**src/rtl/jk_bank_pkg.sv**
```systemverilog
// jk_bank_pkg
//   Shared types and constants for the JK bank driver.
//   - state_t    : controller states (IDLE, DRIVE, CHECK, ERR)
//   - JK_*       : per-bit excitation codes, packed as {J,K}
package jk_bank_pkg;

  typedef enum logic [1:0] {
    IDLE  = 2'd0,
    DRIVE = 2'd1,
    CHECK = 2'd2,
    ERR   = 2'd3
  } state_t;

  localparam logic [1:0] JK_HOLD   = 2'b00;
  localparam logic [1:0] JK_SET    = 2'b10;
  localparam logic [1:0] JK_RESET  = 2'b01;
  localparam logic [1:0] JK_TOGGLE = 2'b11;

endpackage

```
**src/rtl/jk_bank_driver_excite.sv**
```systemverilog
// jk_excite
//   Combinational JK excitation for one bit: which J/K to apply so that a
//   flip-flop currently holding q ends up holding t after one clock.
//   Macro JK_BANK_DRIVER_TOGGLE_EN: when defined, bits that must change are
//   toggled (J=K=1) instead of explicitly set or reset.
// Ports:
//   q : present Q of the flip-flop
//   t : wanted Q
//   j : J input to apply
//   k : K input to apply
module jk_excite
  import jk_bank_pkg::*;
(
  input  logic q,
  input  logic t,
  output logic j,
  output logic k
);

  logic [1:0] jk;

  always_comb begin
    jk = JK_HOLD;
    unique case ({q, t})
`ifdef JK_BANK_DRIVER_TOGGLE_EN
      2'b01:   jk = JK_TOGGLE;
      2'b10:   jk = JK_TOGGLE;
`else
      2'b01:   jk = JK_SET;
      2'b10:   jk = JK_RESET;
`endif
      default: jk = JK_HOLD;
    endcase
  end

  assign j = jk[1];
  assign k = jk[0];

endmodule

```
**src/rtl/jk_bank_driver.sv**
```systemverilog
// jk_bank_driver
//   Drives a bank of WIDTH external JK flip-flops (same clock) to a requested
//   target, reads the bank back, re-drives up to MAX_RETRY times on mismatch
//   and latches err when retries run out.
//   Macro JK_BANK_DRIVER_TOGGLE_EN selects toggle excitation (see jk_excite).
// Ports:
//   CLK        : clock, rising edge
//   RST_N      : asynchronous active-low reset
//   req_valid  : target request valid
//   req_ready  : block is in IDLE and can accept a request
//   req_target : value the bank must hold
//   q_fb       : Q outputs of the driven bank
//   J, K       : registered J/K inputs to the bank
//   done       : one-cycle pulse, bank matches target
//   err        : sticky, retries exhausted
//   err_clr    : clears err, returns to IDLE
//
// state | meaning
// IDLE  | ready for a request, J=K=0
// DRIVE | J/K asserted for one cycle, bank updates on the closing edge
// CHECK | J=K=0, compare q_fb with captured target
// ERR   | retries exhausted, waiting for err_clr
module jk_bank_driver
  import jk_bank_pkg::*;
#(
  parameter int WIDTH     = 4,
  parameter int MAX_RETRY = 2
) (
  input  logic             CLK,
  input  logic             RST_N,
  input  logic             req_valid,
  output logic             req_ready,
  input  logic [WIDTH-1:0] req_target,
  input  logic [WIDTH-1:0] q_fb,
  output logic [WIDTH-1:0] J,
  output logic [WIDTH-1:0] K,
  output logic             done,
  output logic             err,
  input  logic             err_clr
);

  localparam int CNT_W = (MAX_RETRY > 0) ? $clog2(MAX_RETRY + 1) : 1;
  localparam logic [CNT_W-1:0] RETRY_LIM = CNT_W'(MAX_RETRY);

  state_t            state_q, state_d;
  logic [WIDTH-1:0]  target_q, target_d;
  logic [CNT_W-1:0]  retry_q, retry_d;
  logic [WIDTH-1:0]  j_d, k_d;
  logic              done_d;
  logic [WIDTH-1:0]  exc_t, exc_j, exc_k;

  // In IDLE the excitation is computed against the incoming request; in
  // CHECK (re-drive) against the captured target.
  assign exc_t = (state_q == IDLE) ? req_target : target_q;

  for (genvar b = 0; b < WIDTH; b++) begin : g_excite
    jk_excite u_excite (
      .q (q_fb[b]),
      .t (exc_t[b]),
      .j (exc_j[b]),
      .k (exc_k[b])
    );
  end

  always_comb begin
    state_d  = state_q;
    target_d = target_q;
    retry_d  = retry_q;
    j_d      = '0;
    k_d      = '0;
    done_d   = 1'b0;
    unique case (state_q)
      IDLE: begin
        if (req_valid) begin
          target_d = req_target;
          retry_d  = '0;
          j_d      = exc_j;
          k_d      = exc_k;
          state_d  = DRIVE;
        end
      end
      DRIVE: state_d = CHECK;
      CHECK: begin
        if (q_fb == target_q) begin
          done_d  = 1'b1;
          state_d = IDLE;
        end else if (retry_q < RETRY_LIM) begin
          retry_d = retry_q + CNT_W'(1);
          j_d     = exc_j;
          k_d     = exc_k;
          state_d = DRIVE;
        end else begin
          state_d = ERR;
        end
      end
      ERR: begin
        if (err_clr) state_d = IDLE;
      end
      default: state_d = IDLE;
    endcase
  end

  always_ff @(posedge CLK or negedge RST_N) begin
    if (!RST_N) begin
      state_q  <= IDLE;
      target_q <= '0;
      retry_q  <= '0;
      J        <= '0;
      K        <= '0;
      done     <= 1'b0;
    end else begin
      state_q  <= state_d;
      target_q <= target_d;
      retry_q  <= retry_d;
      J        <= j_d;
      K        <= k_d;
      done     <= done_d;
    end
  end

  assign req_ready = (state_q == IDLE);
  assign err       = (state_q == ERR);

endmodule

```
**config.mk**
```make
export PLATFORM = sky130hd
export DESIGN_NAME = jk_bank_driver
export DESIGN_NICKNAME = d
export VERILOG_FILES = /design/src/rtl/jk_bank_pkg.sv /design/src/rtl/jk_bank_driver_excite.sv /design/src/rtl/jk_bank_driver.sv
export SDC_FILE = /design/constraint.sdc
export NUM_CORES = 1
export LEC_CHECK = 0
export BUFFER_PORTS_ARGS = -buffer_cell sky130_fd_sc_hd__buf_2
export CAP_MARGIN = 20
export CORE_AREA = 2 2 42 44
export CTS_BUF_LIST = sky130_fd_sc_hd__clkbuf_4 sky130_fd_sc_hd__clkbuf_8
export DETAILED_ROUTE_END_ITERATION = 10
export DIE_AREA = 0 0 44 46
export PLACE_DENSITY = 0.75
export SYNTH_ARGS = -nofsm -noshare
export SYNTH_HDL_FRONTEND = slang
export SYNTH_SLANG_ARGS = --single-unit
```
**constraint.sdc**
```tcl
create_clock -name CLK -period 2.5 [get_ports CLK]
set_input_delay 0.375 -clock CLK [delete_from_list [all_inputs] [get_ports CLK]]
set_output_delay 0.375 -clock CLK [all_outputs]
set_load 0.03 [all_outputs]
```
# == Word level (Yosys, flattened, before mapping) ==
# Cells that the tools add are included.
# op_classes
n_lt_le_gt_ge,1
mux,24
n_div,0
n_reduce_logical,5
multipliers,0
shift,0
bitwise_logic,0
eq_ne,16
addsub,1
# op_table
operator,n
$mux W4,7
$pmux W2 S2,5
$pmux W4 S2,2
$mux W2,7
$eq A2 B2 Y1 const B,6
$eq A2 B1 Y1 const B,5
$pmux W2 S4,1
$ne A2 B2 Y1 const B,3
$eq A4 B4 Y1,1
$reduce_and A2 Y1,2
$reduce_and A4 Y1,1
$add A2 B1 Y2 const B,1
$logic_not A2 Y1,1
$lt A2 B2 Y1 const B,1
$mux W1,2
$ne A2 B1 Y1 const B,1
$reduce_bool A2 Y1,1
# totals
romBits,0
latch_bits,0
ramBits,0
reg_bits,17
in_bits,12
memories,0
output_inout_bits,11
word_cells,53

# == Longest topological paths before layout ==
# Gate-level depths: netlist of run 1.
# depth
word_depth,7
depth_mapped,5
ltp_nobuf,4

# == By module ==
# A second synthesis of run 1 with hierarchy kept.
# hier_totals
cells_unflattened,63
hier_area_um2,803.3
# modules_own_cells
module,area_each_um2,instances,cells_each,seq_area_each_um2
jk_bank_driver,743.2,1,55,425.4
jk_excite,15.0,4,2,0.0

# == Worst setup path before layout of run 1 ==
# No wires, ideal clock.
# synth_timing
kind,register to register
start,register state_q[0]
end,register retry_q[0]
setup_slack_ns,0.812
synth_period_minus_slack_ns,1.688
n_path_buf,1
setup_ns,0.125
stages_incl_launch_ff,6
required_time_ns,2.375
arrival_ns,1.563
path_cell_list,dfrtp_1 > buf_6 > nor2_2 > nand2_2 > o41a_4 > mux2_4
# synth_between
elab_chain_len,3
word_cells_on_any_way,8
cone_classes,eq/ne (4); mux (1); reduce/logical (3)
# synth_lines
element,line_no,source
start: declaration,jk_bank_driver.sv:45,"state_t state_q, state_d;"
start signal: assignment,jk_bank_driver.sv:112,state_q <= state_d;
$logic_not A2 Y1 (*),--,
net req_ready,jk_bank_driver.sv:32,"output logic req_ready,"
$ne A2 B2 Y1 (no source line) or $reduce_bool A2 Y1 (tied branches),--,
$reduce_and A4 Y1 (no source line),--,
end signal: assignment,jk_bank_driver.sv:114,retry_q <= retry_d;
end: declaration,jk_bank_driver.sv:47,"logic [CNT_W-1:0] retry_q, retry_d;"
# The timed path passes the listed nets; every way through them passes the cells marked *.
# A chain may end at the register's enable or synchronous reset.

# == Worst setup path in the final report of run 1 ==
# layout_timing
start,register state_q[0]
end,output req_ready
# layout_between
elab_chain_len,1
# layout_lines
element,line_no,source
$logic_not A2 Y1,jk_bank_driver.sv:121,assign req_ready = (state_q == IDLE);
end: declaration,jk_bank_driver.sv:32,
# No other way between the ends.

==> results of run 1 <==
==> per-layer routing <==
metal,up-vias,part of all wire
met5,-,0
met1,222,0.45
met4,0,0
li1,252,-
met3,0,0.053
met2,13,0.49
==> state kept, by name, indices dropped and copies added, names as in the netlist <==
| register | count |
|---|---|
| J | 4 |
| K | 4 |
| done | 1 |
| retry_q | 2 |
| state_q | 2 |
| target_q | 4 |
==> stage by stage <==
stage	cells	util	cell area (um2)	setup slack, ps	hold slack, ps
after global placement	94	0.539	870	893	305
after floorplan	56	-	749	812	79.4
after detailed placement	94	0.539	870	883	313
after global routing	98	0.557	900	676	6.79
after CTS	98	0.557	900	735	0.209
final	98	0.557	900	741	-4.12
==> power by group <==
group	internal, mW	total [mW]	switching (mW)	leakage [nW]
Combinational	0.227	0.530	0.303	0.239
Sequential	0.376	0.460	0.0842	0.219
Clock	0.0726	0.151	0.0785	0.0184
==> cells in the mapped netlist <==
cell type and n:
nor3b_1 1, nor2_1 2, inv_1 2, mux2i_1 4, a2bb2oi_1 1, nor4_1 1
nor2_2 1, o41ai_1 1, nor3_1 4, mux2_4 1, xor2_1 4, nor4_4 1
o41a_4 1, and3_1 4, dfrtp_1 17, mux2_2 4, buf_6 1, a22o_1 1
nand2_1 2, o21ai_0 1, a211o_2 1, nand2_2 1
==> kinds of logic (layout without fill, tap and decap cells) <==
| group | Yosys count | count (layout) | synth area share |
|---|---|---|---|
| mux | 9 | 9 | 0.134 |
| flops | 17 | 17 | 0.568 |
| simple gates | 17 | 17 | 0.144 |
| xor+xnor | 4 | 4 | 0.0467 |
| compound gates | 6 | 6 | 0.0835 |
| buf+inv | 3 | 28 | 0.0250 |
==> placed cells by master (no fill, tap or decap) <==
| cell | netlist | routed |
|---|---|---|
| clkbuf_4 | 0 | 4 |
| nor2_2 | 1 | 1 |
| and3_1 | 4 | 4 |
| nor2_1 | 2 | 2 |
| xor2_1 | 4 | 4 |
| nor4_4 | 1 | 1 |
| mux2i_1 | 4 | 4 |
| nand2_2 | 1 | 1 |
| a22o_1 | 1 | 1 |
| nor4_1 | 1 | 1 |
| nand2_1 | 2 | 2 |
| nor3_1 | 4 | 4 |
| inv_1 | 2 | 2 |
| a211o_2 | 1 | 1 |
| nor3b_1 | 1 | 1 |
| o41ai_1 | 1 | 1 |
| o41a_4 | 1 | 1 |
| o21ai_0 | 1 | 1 |
| dfrtp_1 | 17 | 17 |
| mux2_2 | 4 | 4 |
| mux2_4 | 1 | 1 |
| a2bb2oi_1 | 1 | 1 |
| buf_2 | 0 | 22 |
==> area by class of cell <==
cell class / count / area share
Timing Repair Buffer: 22 / 0.122
Clock buffer: 4 / 0.0334
Multi-Input combinational cell: 36 / 0.339
Inverter: 2 / 0.00834
Sequential cell: 17 / 0.473
Tap cell: 17 / 0.0236
==> worst max-delay path by stage <==
stage / cells past startpoint / endpoint / startpoint
2_1_floorplan: 5 / retry_q[0] / state_q[0]
3_3_place_gp: 5 / retry_q[0] / q_fb[1]
3_5_place_dp: 5 / retry_q[0] / q_fb[3]
4_1_cts: 2 / req_ready / state_q[0]
5_1_grt: 2 / req_ready / state_q[0]
6_report: 2 / req_ready / state_q[0]
==> impl_results.md, run 1 <==
- CP delay by family, top: flip-flops
- Antenna viol nets, final: 0
- Reg2Reg Setup Slack: 930 ps
- Unrepaired setup endpoints after global routing: no
- Detailed-route wire length per cell: 12.1 um
- CTS Sinks: 17
- WHS: -4.12 ps
- DIE HEIGHT: 46 um
- Top Ports: 23
- Largest net degree at the start of global routing: 18
- First-pass GRT wire length: 2030 um
- Met2 Resource Use GR: 0.215
- Total Power: 1.14 mW
- CTS tree: built
- CP Buf/Inv Count: 1
- Synth area leader: dfrtp_1
- Reg-to-Reg Start: state_q[0]
- Pwr Density: 1270 nW/um2
- Post-cts sizing count: 0
- Final setup violation count: 0
- Failing checks: negative hold slack
- Vias: 487
- Clock skew: 3.51 ps
- Worst Path Arrival: 1380 ps
- Syn avg cell area: 13.4 um2
- Vias in the first global route: 466
- Antenna diodes: 0
- Sequential share of the synthesized area: 0.568
- Synthesized area: 749 um2
- Path category of the worst min-delay check: primary input to asynchronous set/reset pin
- Max-capacitance violation count: 0
- Critical path type: flip-flop to primary output
- GRT met1 Usage: 0.180
- Initial antenna violation count: 0
- Hold Fails Final Rpt: 14
- Die area: 2020 um2
- Vias/cell: 4.97
- Nets: 94
- Mapped Cells: 56
- Fmax: 568 MHz
- Worst path slowest cell: dfrtp_1
- Tmin final: 1760 ps
- Crit Path Max Fanout: 8
- Port Buffers: 22
- Hold-fix buffer count after cts: 0
- Storage cell area: 425 um2
- #FFs+latches synth: 17
- Status: complete, but fails checks
- Layout cell share with drive strength beyond 1: 0.444
- CP Capture Type: primary output
- CTS Buffer Depth: 2
- Peak VDD IR: 562 uV
- Leak: 0.477 nW
- Least-Margin Pin Slew: 517 ps
- Starting Density: 0.464
- Worst R2R End: retry_q[0]
- Clock slew at reported path FFs: 90 ps
- Max stage delay on crit path: 490 ps
- H-Tree Depth: 1
- Setup Buffers After CTS: 0
- RePlAce Congestion: 0.738
- Worst EP required: 2120 ps
- Yosys top cell area share: 0.568
- Root Buffer: clkbuf_4
- Worst skew pair latency: 280 ps
- Grt total ovfl: 0
- CP startpoint kind: flip-flop
- Overall Global Routing Usage: 0.136
- Slew Limit Headroom: 0.651
- Hpwl dp: 930 um
- CTS buffer count: 3
- Setup TNS: 0 ps
- # fillers: 138
- Final wirelength: 1180 um
- # DRC: 0
- Yosys warning count: 0
- Ranking of synthesized cells by area: dfrtp_1 57%, mux2_2 6.0%, mux2i_1 5.3%
- Iter 0 DRT Violations: 4
- Global routing's busiest layer: met2
- Multi-input gate area: 305 um2
- Syn nets: 68
- Num rows: 15
- Met3 Track Usage GR: 0.0317
- Distinct cell type count after synthesis: 22
- CP cell instances: nor2_2, buf_2
- Slew Viols, Final: 0
- Die span in x: 44 um
- Area of the core: 1610 um2
- Period utilization: 0.704
- TritonRoute pass-1 iters: 2
- Reg2Reg Depth: 4
- Layout area overhead: 20.0%
(Power assumes the default switching activity.)
==> inputs of run 2 (changes only) <==
==> constraint.sdc (replaced) <==
create_clock -name CLK -period 1.8 [get_ports CLK]
set_input_delay 0.27 -clock CLK [delete_from_list [all_inputs] [get_ports CLK]]
set_output_delay 0.27 -clock CLK [all_outputs]
set_load 0.03 [all_outputs]
==> impl_results.md, run 2 (same netlist as run 1, synthesis figures left out) <==
- Layout cell share with drive strength beyond 1: 0.446 (was 0.444)
- CP Capture Type: primary output (unchanged)
- Worst EP required: 1530 ps (was 2120 ps)
- Final wirelength: 1300 um (was 1180 um)
- RePlAce Congestion: 0.730 (was 0.738)
- Final WS setup: 222 ps (was 741 ps)
- Path category of the worst min-delay check: primary input to flip-flop (was primary input to asynchronous set/reset pin)
- Die area: 2020 um2 (unchanged)
- Iter 0 DRT Violations: 13 (was 4)
- Post-cts sizing count: 0 (unchanged)
- Top Registers: J: 4 flops, K: 4 flops, target_q: 4 flops (unchanged)
- Slew Viols, Final: 0 (unchanged)
- Least-Margin Pin Slew: 543 ps (was 517 ps)
- Vias/cell: 5.38 (was 4.97)
- Vias in the first global route: 535 (was 466)
- First-pass GRT wire length: 2210 um (was 2030 um)
- Sequential Power Share: 0.398 (was 0.403)
- Period utilization: 0.877
- Hpwl dp: 1000 um (was 930 um)
- TritonRoute pass-1 iters: 4 (was 2)
- Top Ports: 23 (unchanged)
- Vias: 538 (was 487)
- Die span in x: 44 um (unchanged)
- CTS Buffer Depth: 2 (unchanged)
- Clock slew at reported path FFs: 90 ps (about the same)
- Grt total ovfl: 0 (unchanged)
- Largest net degree at the start of global routing: 18 (unchanged)
- Port Buffers: 22 (unchanged)
- H-Tree Depth: 1 (unchanged)
- Worst Path Arrival: 1310 ps (was 1380 ps)
- Antenna diodes: 0 (unchanged)
- Slew Limit Headroom: 0.634 (was 0.651)
- Antenna viol nets, final: 0 (unchanged)
- Starting Density: 0.464 (unchanged)
- Setup Buffers After CTS: 0 (unchanged)
- Hold Fails Final Rpt: 0 (was 14)
- Multi-input gate area: 305 um2 (unchanged)
- Hold depth: 2
- Worst skew pair latency: 280 ps (about the same)
- Dpl cells: 95 (was 94)
- Nets: 96 (was 94)
- Clock network power share: 0.129 (was 0.132)
- Reg2Reg Depth: 4 (unchanged)
- Fmax: 634 MHz
- Tmin final: 1580 ps
- # DRC: 0 (unchanged)
- DIE HEIGHT: 46 um (unchanged)
- CTS buffer count: 3 (unchanged)
- Most common cell after layout, fill and taps aside: buf_2 (unchanged)
- Detailed-route wire length per cell: 13.0 um (was 12.1 um)
- Num rows: 15 (unchanged)
- CP startpoint kind: flip-flop (unchanged)
- Final core utilization: 0.568 (was 0.557)
- Clock skew: 2.48 ps (was 3.51 ps)
- CTS tree: built (unchanged)
- Logic pwr share: 0.473 (was 0.464)
- Initial antenna violation count: 0 (unchanged)
- Fin cells: 100 (was 98)
- Pre-CTS WS: 249 ps (was 883 ps)
- Setup TNS: 0 ps (unchanged)
- CTS Sinks: 17 (unchanged)
- Final setup violation count: 0 (unchanged)
- Peak VDD IR: 723 uV (was 562 uV)
- # fillers: 130 (was 138)
- Psw: 663 uW (was 466 uW)
- Crit Path Max Fanout: 8 (unchanged)
- Critical path type: flip-flop to primary output (unchanged)
- Overall Global Routing Usage: 0.151 (was 0.136)
- Internal Power: 954 uW (was 675 uW)
- Area of the core: 1610 um2 (unchanged)
- Pwr Density: 1760 nW/um2 (was 1270 nW/um2)
- Leak: 0.486 nW (was 0.477 nW)
- Status: complete, no violations (was complete, but fails checks)
- Unrepaired setup endpoints after global routing: no (unchanged)
- Root Buffer: clkbuf_4 (unchanged)
- Max-capacitance violation count: 0 (unchanged)
- Sw Ratio: 0.410 (was 0.408)
- Most frequent cells in the layout: 22 x buf_2, 17 x dfrtp_1 (unchanged)
- Storage cell area: 425 um2 (unchanged)
- Layout area overhead: 22.4% (was 20.0%)
[run 2: cell types whose count changed in the layout (fill, tap and decap cells not counted)]
cell / previous run / this run
buf_4: 0 / 1
dlygate4sd3_1: 0 / 1
[run 2: worst paths after layout]
path / startpoint / endpoint / slack [ps]
setup / recovery: state_q[0] / req_ready / 220
hold / removal: err_clr / state_q[1] / 160
setup reg to reg: target_q[3] / K[1] / 230
hold reg to reg: retry_q[0] / retry_q[1] / 540
max in group asynchronous: RST_N / state_q[0] / 1110
min in group asynchronous: RST_N / target_q[0] / 430
[run 2: repair_timing]
| action | in CTS | in global routing |
|---|---|---|
| endpoints found under the setup margin | 0 | 0 |
| endpoints found under the hold margin | 17 | 0 |
| hold buffers | 1 | 0 |
[run 2: layer usage]
layer | up-vias | global-route usage | wire, um
met5 | - | 0 | 0
met4 | 0 | 0.127 | 40
met3 | 4 | 0.0238 | 89
met2 | 23 | 0.259 | 663
met1 | 252 | 0.163 | 511
li1 | 259 | - | -
[run 2: area by class of cell]
type / instances / share of cell area
tap: 17 / 0.0232
multi-input combinational: 36 / 0.333
sequential: 17 / 0.464
inverter: 2 / 0.00819
timing repair buffer: 24 / 0.139
clock buffer: 4 / 0.0327
[run 2: per-stage QoR]
stage	power, mW	hold slack, ps	cell area, um2
floorplan	1.24	-25.6	749
global placement	1.39	200	877
detailed placement	1.42	204	877
CTS	1.63	156	917
global route	1.72	158	917
finish	1.62	161	917
[run 2: worst max-delay path: stages (launching register included)]
cell and delay, ps:
dfrtp_1 480, nor2_2 180, buf_4 170, buf_2 200
[run 2: power groups by stage]
stage	Clock, mW	Combinational [mW]	Sequential [mW]
2_1_floorplan	0	0.525	0.717
5_1_grt	0.236	0.825	0.663
4_1_cts	0.217	0.771	0.643
6_report	0.208	0.765	0.643
3_3_place_gp	0	0.748	0.646
3_5_place_dp	0	0.763	0.652
